File: src/rtl/pa_spsram_512x39_ctrl.sv
// rtl/pa_spsram_512x39_ctrl.sv - 512x39 single-port SRAM controller with init/invalidate sweep
// Arbitrates one write or read per cycle; INIT and INV states zero every entry with a 512-cycle sweep.
module pa_spsram_512x39_ctrl (
  input  logic        forever_cpuclk,
  input  logic        cpurst_b,
  input  logic        inv_req,
  output logic        inv_done,
  output logic        busy,
  input  logic        rd_req,
  input  logic [8:0]  rd_addr,
  output logic        rd_gnt,
  output logic        rd_vld,
  output logic [38:0] rd_data,
  input  logic        wr_req,
  input  logic [8:0]  wr_addr,
  input  logic [38:0] wr_data,
  input  logic [38:0] wr_mask,
  output logic        wr_gnt,
  output logic [8:0]  sram_a,
  output logic        sram_cen,
  output logic        sram_gwen,
  output logic [38:0] sram_wen,
  output logic [38:0] sram_d,
  input  logic [38:0] sram_q
);

  typedef enum logic [1:0] {
    INIT = 2'd0,
    IDLE = 2'd1,
    INV  = 2'd2
  } state_t;

  state_t      state;
  state_t      state_nxt;
  logic [8:0]  cnt;
  logic [8:0]  cnt_nxt;
  logic        sweep_last;

  // Last sweep beat: the done pulse lands on the first IDLE cycle that follows.
  assign sweep_last = (state != IDLE) && (cnt == 9'd511);
  assign busy       = (state != IDLE);
  assign rd_data    = sram_q;

  always_ff @(posedge forever_cpuclk or negedge cpurst_b) begin
    if (!cpurst_b) begin
      state    <= INIT;
      cnt      <= 9'd0;
      rd_vld   <= 1'b0;
      inv_done <= 1'b0;
    end else begin
      state    <= state_nxt;
      cnt      <= cnt_nxt;
      rd_vld   <= rd_gnt;
      inv_done <= sweep_last;
    end
  end

  always_comb begin
    state_nxt = state;
    cnt_nxt   = cnt;
    rd_gnt    = 1'b0;
    wr_gnt    = 1'b0;
    sram_cen  = 1'b1;
    sram_gwen = 1'b1;
    sram_wen  = {39{1'b1}};
    sram_a    = 9'd0;
    sram_d    = 39'd0;
    case (state)
      INIT, INV: begin
        sram_cen  = 1'b0;
        sram_gwen = 1'b0;
        sram_wen  = 39'd0;
        sram_a    = cnt;
        if (cnt == 9'd511) begin
          state_nxt = IDLE;
          cnt_nxt   = 9'd0;
        end else begin
          cnt_nxt = cnt + 9'd1;
        end
      end
      IDLE: begin
        // Invalidate wins outright and costs one idle SRAM cycle before the sweep.
        if (inv_req) begin
          state_nxt = INV;
          cnt_nxt   = 9'd0;
        end else if (wr_req) begin
          wr_gnt    = 1'b1;
          sram_cen  = 1'b0;
          sram_gwen = 1'b0;
          sram_a    = wr_addr;
          sram_d    = wr_data;
          sram_wen  = ~wr_mask;
        end else if (rd_req) begin
          rd_gnt   = 1'b1;
          sram_cen = 1'b0;
          sram_a   = rd_addr;
        end
      end
      default: begin
        state_nxt = INIT;
        cnt_nxt   = 9'd0;
      end
    endcase
  end

endmodule
File: config.mk
export PLATFORM = sky130hd
export DESIGN_NAME = pa_spsram_512x39_ctrl
export DESIGN_NICKNAME = d
export VERILOG_FILES = /design/src/rtl/pa_spsram_512x39_ctrl.sv
export SDC_FILE = /design/constraint.sdc
export NUM_CORES = 1
export LEC_CHECK = 0
export CORE_AREA = 4 4 105 107
export CTS_BUF_LIST = sky130_fd_sc_hd__clkbuf_16
export DETAILED_ROUTE_END_ITERATION = 8
export DIE_AREA = 0 0 109 111
export PLACE_DENSITY_LB_ADDON = 0.3
export SKIP_LAST_GASP = 1
export SLEW_MARGIN = 20
export SYNTH_ARGS = -nofsm -noshare
export SYNTH_HDL_FRONTEND = slang
export SYNTH_SLANG_ARGS = --single-unit
File: constraint.sdc
create_clock -name forever_cpuclk -period 1.8 [get_ports forever_cpuclk]
set_input_delay 0.27 -clock forever_cpuclk [delete_from_list [all_inputs] [get_ports forever_cpuclk]]
set_output_delay 0.27 -clock forever_cpuclk [all_outputs]
set_load 0.01 [all_outputs]
==> results of run 1 <==
cells in the final DEF (no fill, tap or decap), types with 2 or more instances in the layout:
| cell | synthesis | routed |
|---|---|---|
| a221o_1 | 9 | 9 |
| clkdlybuf4s15_2 | 0 | 4 |
| or3_1 | 3 | 3 |
| clkbuf_16 | 0 | 8 |
| buf_12 | 0 | 3 |
| inv_1 | 6 | 6 |
| or4_1 | 3 | 2 |
| nand2_1 | 5 | 5 |
| o22ai_1 | 2 | 2 |
| dlygate4sd2_1 | 0 | 3 |
| and3_4 | 0 | 30 |
| o31ai_1 | 4 | 4 |
| ha_1 | 2 | 2 |
| nand3_1 | 4 | 4 |
| clkdlybuf4s50_1 | 0 | 100 |
| o21ai_2 | 0 | 32 |
| a21oi_1 | 9 | 8 |
| buf_2 | 3 | 53 |
| buf_6 | 1 | 47 |
| buf_4 | 41 | 19 |
| o21ai_1 | 0 | 5 |
| and3_1 | 48 | 18 |
| dfrtp_1 | 13 | 12 |
| buf_16 | 0 | 4 |
| o21ai_0 | 43 | 5 |
sequential cells by signal, indices dropped and copies added, names as in the netlist:
| name | count |
|---|---|
| state | 2 |
| cnt | 9 |
| rd_vld | 1 |
| inv_done | 1 |
power groups by stage:
stage / logic [mW] / clock network [mW] / registers (mW)
CTS: 0.252 / 0.424 / 0.293
floorplan: 0.103 / 0 / 0.298
global route: 0.285 / 0.447 / 0.293
finish: 0.268 / 0.426 / 0.293
global placement: 0.248 / 0 / 0.298
detailed placement: 0.250 / 0 / 0.298
cell families after synthesis:
group,Yosys count
flops,13
buf+inv,67
compound gates,69
simple gates,72
fa+ha+maj,2
through the flow:
stage                util  std cells  instance area [um2]  setup slack, ns
global route        0.404        541                 4100           -0.254
CTS                 0.364        534                 3690           -0.204
global placement    0.346        511                 3510           -0.582
detailed placement  0.346        511                 3510           -0.584
floorplan               -        223                 1620            0.218
finish              0.404        541                 4100           -0.176
final cells by class:
cell class,instances,area [um2]
multi-input cells,143,1180
inverters,6,30.0
well taps,136,170
clock buffers,3,75.1
repair buffers,239,2310
clock inverters,1,3.75
fillers,1020,6040
flip-flops and latches,13,327
what timing repair did:
action,4_1_cts,5_1_grt
endpoints found under the setup margin,92,97
pin swaps,8,23
hold endpoints to repair,0,0
hold buffers,0,0
cloned,6,5
resized for setup,382,179
setup buffers,13,7
how the worst max path moves through the flow:
| stage | to | startpoint | slack, ns |
|---|---|---|---|
| floorplan | sram_a[0] | state[0]$_DFFE_PN0P_ | 0.22 |
| global placement | sram_a[8] | inv_req | -0.58 |
| detailed placement | sram_a[8] | inv_req | -0.58 |
| CTS | sram_a[8] | state[0]$_DFFE_PN0P_ | -0.20 |
| global route | sram_a[8] | state[1]$_DFFE_PN0P_ | -0.25 |
| finish | sram_a[8] | state[1]$_DFFE_PN0P_ | -0.18 |
per-layer routing:
metal	share of wire	global-route usage	vias to the layer above	routed length, um
li1	-	-	1143	-
met5	0	0	-	0
met2	0.55	0.270	114	5380
met3	0.083	0.0332	22	806
met4	0.017	0.0337	0	167
met1	0.35	0.152	1130	3390
==> impl_metrics.env, run 1 <==
export IMPL_synthCells=223
export IMPL_critical_path_top_delay_family="simple AND/OR/NAND/NOR gates"
export IMPL_cts_buffer_depth=2
export IMPL_setup_tns_ns=-7.46
export IMPL_synth_xor_area_frac=0
export IMPL_crit_path_start_kind="register"
export IMPL_cts_sinks=13
export IMPL_die_x_um=109
export IMPL_diodes=0
export IMPL_async_flop_share=1.00
export IMPL_cts_buffers=3
export IMPL_synth_common_cells="48 x and3_1, 43 x o21ai_0, 41 x buf_4, 13 x dfrtp_1, 12 x clkbuf_1"
export IMPL_relSlewSlack=0.573
export IMPL_clock_power_share=0.432
export IMPL_drive_above_1_share=0.521
export IMPL_rsz0062_at_grt="yes"
export IMPL_grt_first_pass_wirelength_um=13500
export IMPL_p_leak_nw=1.98
export IMPL_first_global_vias=2431
export IMPL_port_buffers=194
export IMPL_start_util=0.160
export IMPL_dpl_hpwl_um=6930
export IMPL_antenna_found_initial=0
export IMPL_finalCritPeriodShare=1.10
export IMPL_grt_overflow=0
export IMPL_reg2reg_from="state[0]$_DFFE_PN0P_"
export IMPL_core_um2=10100
export IMPL_whs_ns=0.423
export IMPL_worst_path_max_fanout=7
export IMPL_ys_warn_count=0
export IMPL_syn_num_nets=365
export IMPL_r2r_setup_slack_ns=0.05
export IMPL_synth_area_mux_share=0
export IMPL_crit_path_top_delay_cell="dfrtp_1"
export IMPL_violations="setup timing"
export IMPL_ant_nets=0
export IMPL_gp_congestion=0.762
export IMPL_grt_max_degree=39
export IMPL_timing_final_max_slew_violations=0
export IMPL_setup_viol=81
export IMPL_min_path_type="in2async"
export IMPL_hold_viol_final=0
export IMPL_synth_seq_area_share=0.201
export IMPL_synth_fa_ha_area_frac=0.0155
export IMPL_htreeDepth=1
export IMPL_area_delta_synth_final_pct=153
export IMPL_num_io_pins=273
export IMPL_switchingPower_uw=202
export IMPL_fin_ws_ns=-0.176
export IMPL_worst_pin_slew_ns=0.638
export IMPL_ys_flop_type="dfrtp_1"
export IMPL_synthTopCellsByArea="dfrtp_1 20%, buf_4 19%, and3_1 19%"
export IMPL_synth_top_area_frac=0.201
export IMPL_max_cap_violations=0
export IMPL_path_cells="nor3b_4, and3b_2, buf_6, a221o_1, buf_2"
export IMPL_synthSimpleGateAreaFrac=0.273
export IMPL_worstSetupEndpointType="output port"
export IMPL_crit_type="reg2out"
export IMPL_nets=548
export IMPL_track_usage=0.141
export IMPL_dieHeight_um=111
export IMPL_seq_power_share=0.297
export IMPL_crit_required_ns=1.53
export IMPL_critical_path_arrival_ns=1.71
export IMPL_finalWirelength_um=9750
export IMPL_clockRootBuffer="clkbuf_16"
export IMPL_synth_seq_cells=13
export IMPL_wire_per_inst_um=18.0
export IMPL_synth_most_common_cell="and3_1"
export IMPL_ir_worst_vdd_uv=197
export IMPL_p_int_uw=785
export IMPL_cp_depth=5
export IMPL_fmax_ghz=0.506
export IMPL_power_switching_fraction=0.204
export IMPL_status="complete, but fails checks"
export IMPL_fin_skew_ns=0.00159
export IMPL_p_comb_frac=0.271
export IMPL_tritoncts="built"
export IMPL_synth_area_um2=1620
export IMPL_synth_compound_area_frac=0.251
export IMPL_period_needed_ns=1.98
export IMPL_synth_top_family_by_area="simple AND/OR/NAND/NOR gates"
export IMPL_dr_first_iter_drc_count=60
export IMPL_drt_first_pass_iters=4
export IMPL_synth_edff_count=0
export IMPL_via_count=2409
export IMPL_powerDensity_nw_per_um2=241
export IMPL_worstRegToRegCells=6
export IMPL_vias_per_cell=4.45
export IMPL_critical_path_max_stage_delay_ns=0.41
export IMPL_insertion_delay_ns=0.24
export IMPL_avgSynthCellArea_um2=7.26
export IMPL_dieArea_um2=12100
export IMPL_path_clk_slew_ns=0.05
export IMPL_yosysUniqueCellTypes=28
export IMPL_worst_path_buf_inv=2
export IMPL_drc_errors=0
export IMPL_worstReg2RegEnd="cnt[5]$_DFFE_PN0P_"
export IMPL_synth_top_cell_by_area="dfrtp_1"
export IMPL_row_count=37
export IMPL_power_uw=987
No activity file was read; power rests on OpenSTA's default activity.
==> inputs of run 2 (changes only) <==
--- a/config.mk
+++ b/config.mk
@@ -9,7 +9,7 @@
 export CTS_BUF_LIST = sky130_fd_sc_hd__clkbuf_16
 export DETAILED_ROUTE_END_ITERATION = 8
 export DIE_AREA = 0 0 109 111
-export PLACE_DENSITY_LB_ADDON = 0.3
+export PLACE_DENSITY = 0.66
 export SKIP_LAST_GASP = 1
 export SLEW_MARGIN = 20
 export SYNTH_ARGS = -nofsm -noshare
==> impl_metrics.env, run 2 (same netlist as run 1, synthesis figures left out) <==
export IMPL_crit_path_start_kind="register"
export IMPL_worst_path_max_fanout=5
export IMPL_insertion_delay_ns=0.24
export IMPL_power_uw=974
export IMPL_antenna_found_initial=0
export IMPL_diodes=0
export IMPL_critical_path_top_delay_family="buffers and inverters"
export IMPL_fmax_ghz=0.505
export IMPL_grt_max_degree=39
export IMPL_whs_ns=0.409
export IMPL_numPlacedInstances=513
export IMPL_crit_required_ns=1.53
export IMPL_relSlewSlack=0.597
export IMPL_start_util=0.160
export IMPL_n_fill_cell=1050
export IMPL_cts_sinks=13
export IMPL_finalWirelength_um=9040
export IMPL_die_x_um=109
export IMPL_crit_path_top_delay_cell="dfrtp_1"
export IMPL_crit_top_cell="buf_6"
export IMPL_hold_buffers=0
export IMPL_worstSetupEndpointType="output port"
export IMPL_grt_overflow=0
export IMPL_core_um2=10100
export IMPL_seqCellArea_um2=327
export IMPL_period_needed_ns=1.98
export IMPL_cts_buffer_depth=2
export IMPL_powerDensity_nw_per_um2=265
export IMPL_dieHeight_um=111
export IMPL_status="complete, but fails checks"
export IMPL_min_path_type="in2async"
export IMPL_place_ws_ns=-0.644
export IMPL_reg_top3="cnt x9, state x2"
export IMPL_vias_per_cell=4.45
export IMPL_worst_pin_slew_ns=0.603
export IMPL_violations="setup timing"
export IMPL_clockRootBuffer="clkbuf_16"
export IMPL_fin_ws_ns=-0.178
export IMPL_area_delta_synth_final_pct=127
export IMPL_largest_reg_flops=9
export IMPL_row_count=37
export IMPL_tritoncts="built"
export IMPL_final_common_cell="clkdlybuf4s50_1"
export IMPL_htreeDepth=1
export IMPL_dpl_hpwl_um=6610
export IMPL_dieArea_um2=12100
export IMPL_critical_path_max_stage_delay_ns=0.38
export IMPL_layout_cells_non_filler=533
export IMPL_port_buffers=194
export IMPL_hold_viol_final=0
export IMPL_first_global_vias=2421
export IMPL_drt_first_pass_iters=4
export IMPL_ant_nets=0
export IMPL_nets=540
export IMPL_regMostFlops="cnt"
export IMPL_fin_skew_ns=0.00228
export IMPL_grt_first_pass_wirelength_um=13100
export IMPL_dr_first_iter_drc_count=65
export IMPL_via_count=2373
export IMPL_cts_buffers=3
export IMPL_layout_common_cells="100 x clkdlybuf4s50_1, 63 x buf_2, 36 x and3_1"
export IMPL_path_cells="nor3b_4, buf_12, buf_6, buf_6, and3_4, a221o_1, buf_2"
export IMPL_rsz0062_at_grt="yes"
export IMPL_final_util=0.363
export IMPL_p_leak_nw=1.88
export IMPL_drc_errors=0
export IMPL_drive_above_1_share=0.398
export IMPL_max_cap_violations=0
export IMPL_num_io_pins=273
export IMPL_timing_final_max_slew_violations=0
export IMPL_ir_worst_vdd_uv=219
export IMPL_gp_congestion=0.793
export IMPL_path_clk_slew_ns=0.05
export IMPL_worst_path_buf_inv=4
export IMPL_crit_type="reg2out"
export IMPL_critical_path_arrival_ns=1.71
export IMPL_setup_viol=86
export IMPL_wire_per_inst_um=17.0
export IMPL_track_usage=0.134
export IMPL_finalCritPeriodShare=1.10
export IMPL_multiInputGateArea_um2=986
run 2: cell count changes in the layout (fill, tap and decap cells not counted), moves of 3 or more:
cell      delta
buf_4        -3
clkbuf_2    +10
buf_2       +10
buf_6       -29
o21ai_2     -30
and3_1      +18
o21ai_1      +8
o21ai_0     +23
and3_4      -18
run 2: worst paths after layout:
kind	startpoint	cells past startpoint	endpoint	slack, ns
worst max-delay path	state[0]$_DFFE_PN0P_	7	sram_a[3]	-0.18
worst min-delay path	cpurst_b	1	cnt[7]$_DFFE_PN0P_	0.41
worst max register to register	state[0]$_DFFE_PN0P_	6	cnt[6]$_DFFE_PN0P_	0.09
worst min register to register	cnt[0]$_DFFE_PN0P_	1	cnt[0]$_DFFE_PN0P_	0.53
max in group asynchronous	cpurst_b	1	cnt[0]$_DFFE_PN0P_	0.96
min in group forever_cpuclk	cnt[0]$_DFFE_PN0P_	1	cnt[0]$_DFFE_PN0P_	0.53
run 2: timing repair:
action / 4_1_cts / 5_1_grt
cloned: 3 / 7
pin swaps: 8 / 9
buffers inserted: 9 / 3
gates resized for setup: 342 / 89
setup endpoints to repair: 92 / 87
run 2: per-layer routing:
layer  share of wire  GRT usage
met4           0.018     0.0362
met1            0.40      0.161
met5               0          0
met3           0.067     0.0303
met2            0.52      0.234
run 2: power by group:
group	internal [mW]	switching (mW)	total (mW)
logic	0.196	0.0593	0.256
clock network	0.296	0.130	0.425
registers	0.293	0	0.293
run 2: worst register-to-register path: stages, from the launching register on:
cell and delay [ns]:
dfrtp_1 0.38, nor3b_4 0.17, buf_4 0.16, buf_16 0.13, buf_4 0.13, or4_1 0.49, a21oi_1 0.17
run 2: final cells by class:
cell class / instances / area share
Tap cell: 136 / 0.0463
Timing Repair Buffer: 231 / 0.569
Clock buffer: 3 / 0.0204
Multi-Input combinational cell: 143 / 0.268
Clock inverter: 1 / 0.00136
Inverter: 6 / 0.00613
Sequential cell: 13 / 0.0888
run 2: stage by stage:
step	instance area, um2	TNS (ns)
after floorplan	1620	0
after global placement	3550	-46.38
after detailed placement	3550	-48.95
after CTS	3590	-8.17
after global routing	3680	-13.98
final	3680	-8.94
==> inputs of run 3 (changes only) <==
--- a/config.mk
+++ b/config.mk
@@ -6,7 +6,6 @@
 export NUM_CORES = 1
 export LEC_CHECK = 0
 export CORE_AREA = 4 4 105 107
-export CTS_BUF_LIST = sky130_fd_sc_hd__clkbuf_16
 export DETAILED_ROUTE_END_ITERATION = 8
 export DIE_AREA = 0 0 109 111
 export PLACE_DENSITY = 0.66
==> impl_metrics.env, run 3 (same netlist as run 1, synthesis figures left out) <==
export IMPL_status="complete, but fails checks"
export IMPL_violations="setup timing"
export IMPL_first_global_vias=2406
export IMPL_dieArea_um2=12100
export IMPL_crit_path_top_delay_cell="dfrtp_1"
export IMPL_dpl_hpwl_um=6610
export IMPL_crit_required_ns=1.53
export IMPL_largest_reg_flops=9
export IMPL_area_delta_synth_final_pct=127
export IMPL_finalCritPeriodShare=1.10
export IMPL_grt_first_pass_wirelength_um=13100
export IMPL_ant_nets=0
export IMPL_crit_type="reg2out"
export IMPL_antenna_found_initial=0
export IMPL_htreeDepth=1
export IMPL_path_cells="buf_4, buf_6, nor2_4, a21o_4, clkbuf_16, o21ai_1, buf_2"
export IMPL_critical_path_max_stage_delay_ns=0.41
export IMPL_numPlacedInstances=513
export IMPL_worst_pin_slew_ns=0.600
export IMPL_vias_per_cell=4.40
export IMPL_dpl_cell_area_um2=3550
export IMPL_fin_skew_ns=0.00273
export IMPL_cts_buffers=3
export IMPL_min_path_type="in2async"
export IMPL_gp_congestion=0.793
export IMPL_final_common_cell="clkdlybuf4s50_1"
export IMPL_grt_overflow=0
export IMPL_insertion_delay_ns=0.24
export IMPL_layout_common_cells="100 x clkdlybuf4s50_1, 61 x buf_2, 34 x and3_1"
export IMPL_wire_per_inst_um=16.8
export IMPL_layout_cells_non_filler=533
export IMPL_nets=540
export IMPL_critical_path_arrival_ns=1.71
export IMPL_p_leak_nw=1.86
export IMPL_timing_final_max_slew_violations=0
export IMPL_finalWirelength_um=8980
export IMPL_final_util=0.362
export IMPL_relSlewSlack=0.599
export IMPL_diodes=0
export IMPL_place_ws_ns=-0.644
export IMPL_dieHeight_um=111
export IMPL_hold_viol_final=0
export IMPL_powerDensity_nw_per_um2=222
export IMPL_row_count=37
export IMPL_crit_path_start_kind="register"
export IMPL_cts_sinks=13
export IMPL_start_util=0.160
export IMPL_drc_errors=0
export IMPL_track_usage=0.133
export IMPL_fin_ws_ns=-0.183
export IMPL_core_um2=10100
export IMPL_num_io_pins=273
export IMPL_fin_area_um2=3670
export IMPL_n_fill_cell=1045
export IMPL_whs_ns=0.404
export IMPL_worstSetupEndpointType="output port"
export IMPL_clockRootBuffer="clkbuf_8"
export IMPL_ir_worst_vdd_uv=177
export IMPL_worst_path_max_fanout=8
export IMPL_drt_first_pass_iters=4
export IMPL_period_needed_ns=1.98
export IMPL_rsz0062_at_grt="yes"
export IMPL_reg_top3="cnt x9, state x2"
export IMPL_port_buffers=194
export IMPL_path_clk_slew_ns=0.06
export IMPL_dr_first_iter_drc_count=58
export IMPL_fmax_ghz=0.504
export IMPL_drive_above_1_share=0.406
export IMPL_die_x_um=109
export IMPL_tritoncts="built"
export IMPL_max_cap_violations=0
export IMPL_grt_max_degree=39
export IMPL_via_count=2346
export IMPL_hold_buffers=0
export IMPL_cts_buffer_depth=2
export IMPL_regMostFlops="cnt"
export IMPL_setup_viol=86
[run 3: cell counts in the layout (fill, tap and decap cells not counted)]
No cell type changed its count.
[run 3: cell type report]
class | instances | area (um2) | share of cell area
clock inverters | 1 | 5.00 | 0.00136
clock buffers | 3 | 41.3 | 0.0113
repair buffers | 231 | 2100 | 0.573
multi-input cells | 143 | 1000 | 0.273
inverters | 6 | 22.5 | 0.00614
flip-flops and latches | 13 | 327 | 0.0890
well taps | 136 | 170 | 0.0464
[run 3: path summary, 6_finish.rpt]
kind | start | end | slack (ns) | depth (start not counted)
worst max-delay path | state[1]$_DFFE_PN0P_ | sram_wen[16] | -0.18 | 7
worst min-delay path | cpurst_b | cnt[7]$_DFFE_PN0P_ | 0.40 | 1
worst max register to register | state[0]$_DFFE_PN0P_ | cnt[6]$_DFFE_PN0P_ | 0.10 | 6
worst min register to register | cnt[0]$_DFFE_PN0P_ | cnt[0]$_DFFE_PN0P_ | 0.53 | 1
max in group asynchronous | cpurst_b | cnt[0]$_DFFE_PN0P_ | 0.97 | 1
min in group forever_cpuclk | cnt[0]$_DFFE_PN0P_ | cnt[0]$_DFFE_PN0P_ | 0.53 | 1
[run 3: stage by stage]
stage / TNS, ns / total power [mW]
2_1_floorplan: 0 / 0.400
6_report: -9.17 / 0.815
5_1_grt: -14.47 / 0.850
4_1_cts: -8.73 / 0.818
3_5_place_dp: -48.95 / 0.549
3_3_place_gp: -46.38 / 0.546
[run 3: power by group]
| group | internal (mW) | switching [mW] |
|---|---|---|
| Sequential | 0.292 | 0 |
| Combinational | 0.197 | 0.0611 |
| Clock | 0.153 | 0.112 |
[run 3: what timing repair did]
action / 4_1_cts / 5_1_grt
pin swaps: 8 / 7
buffers inserted: 9 / 2
gates resized for setup: 342 / 102
endpoints found under the setup margin: 92 / 94
cloned: 3 / 7
[run 3: worst max-delay path: cells and delay by family (launching register included)]
kind / cells / cell delay [ns]
buffers and inverters: 4 / 0.60
AND/OR/NAND/NOR: 1 / 0.09
AO/OA/AOI/OAI: 2 / 0.35
flip-flops: 1 / 0.41
[run 3: metal layers]
layer | track usage | wire, um | share of wire | vias up
met2 | 0.231 | 4650 | 0.52 | 93
li1 | - | - | - | 1123
met3 | 0.0303 | 602 | 0.067 | 26
met1 | 0.162 | 3590 | 0.40 | 1104
met5 | 0 | 0 | 0 | -
met4 | 0.0362 | 133 | 0.015 | 0
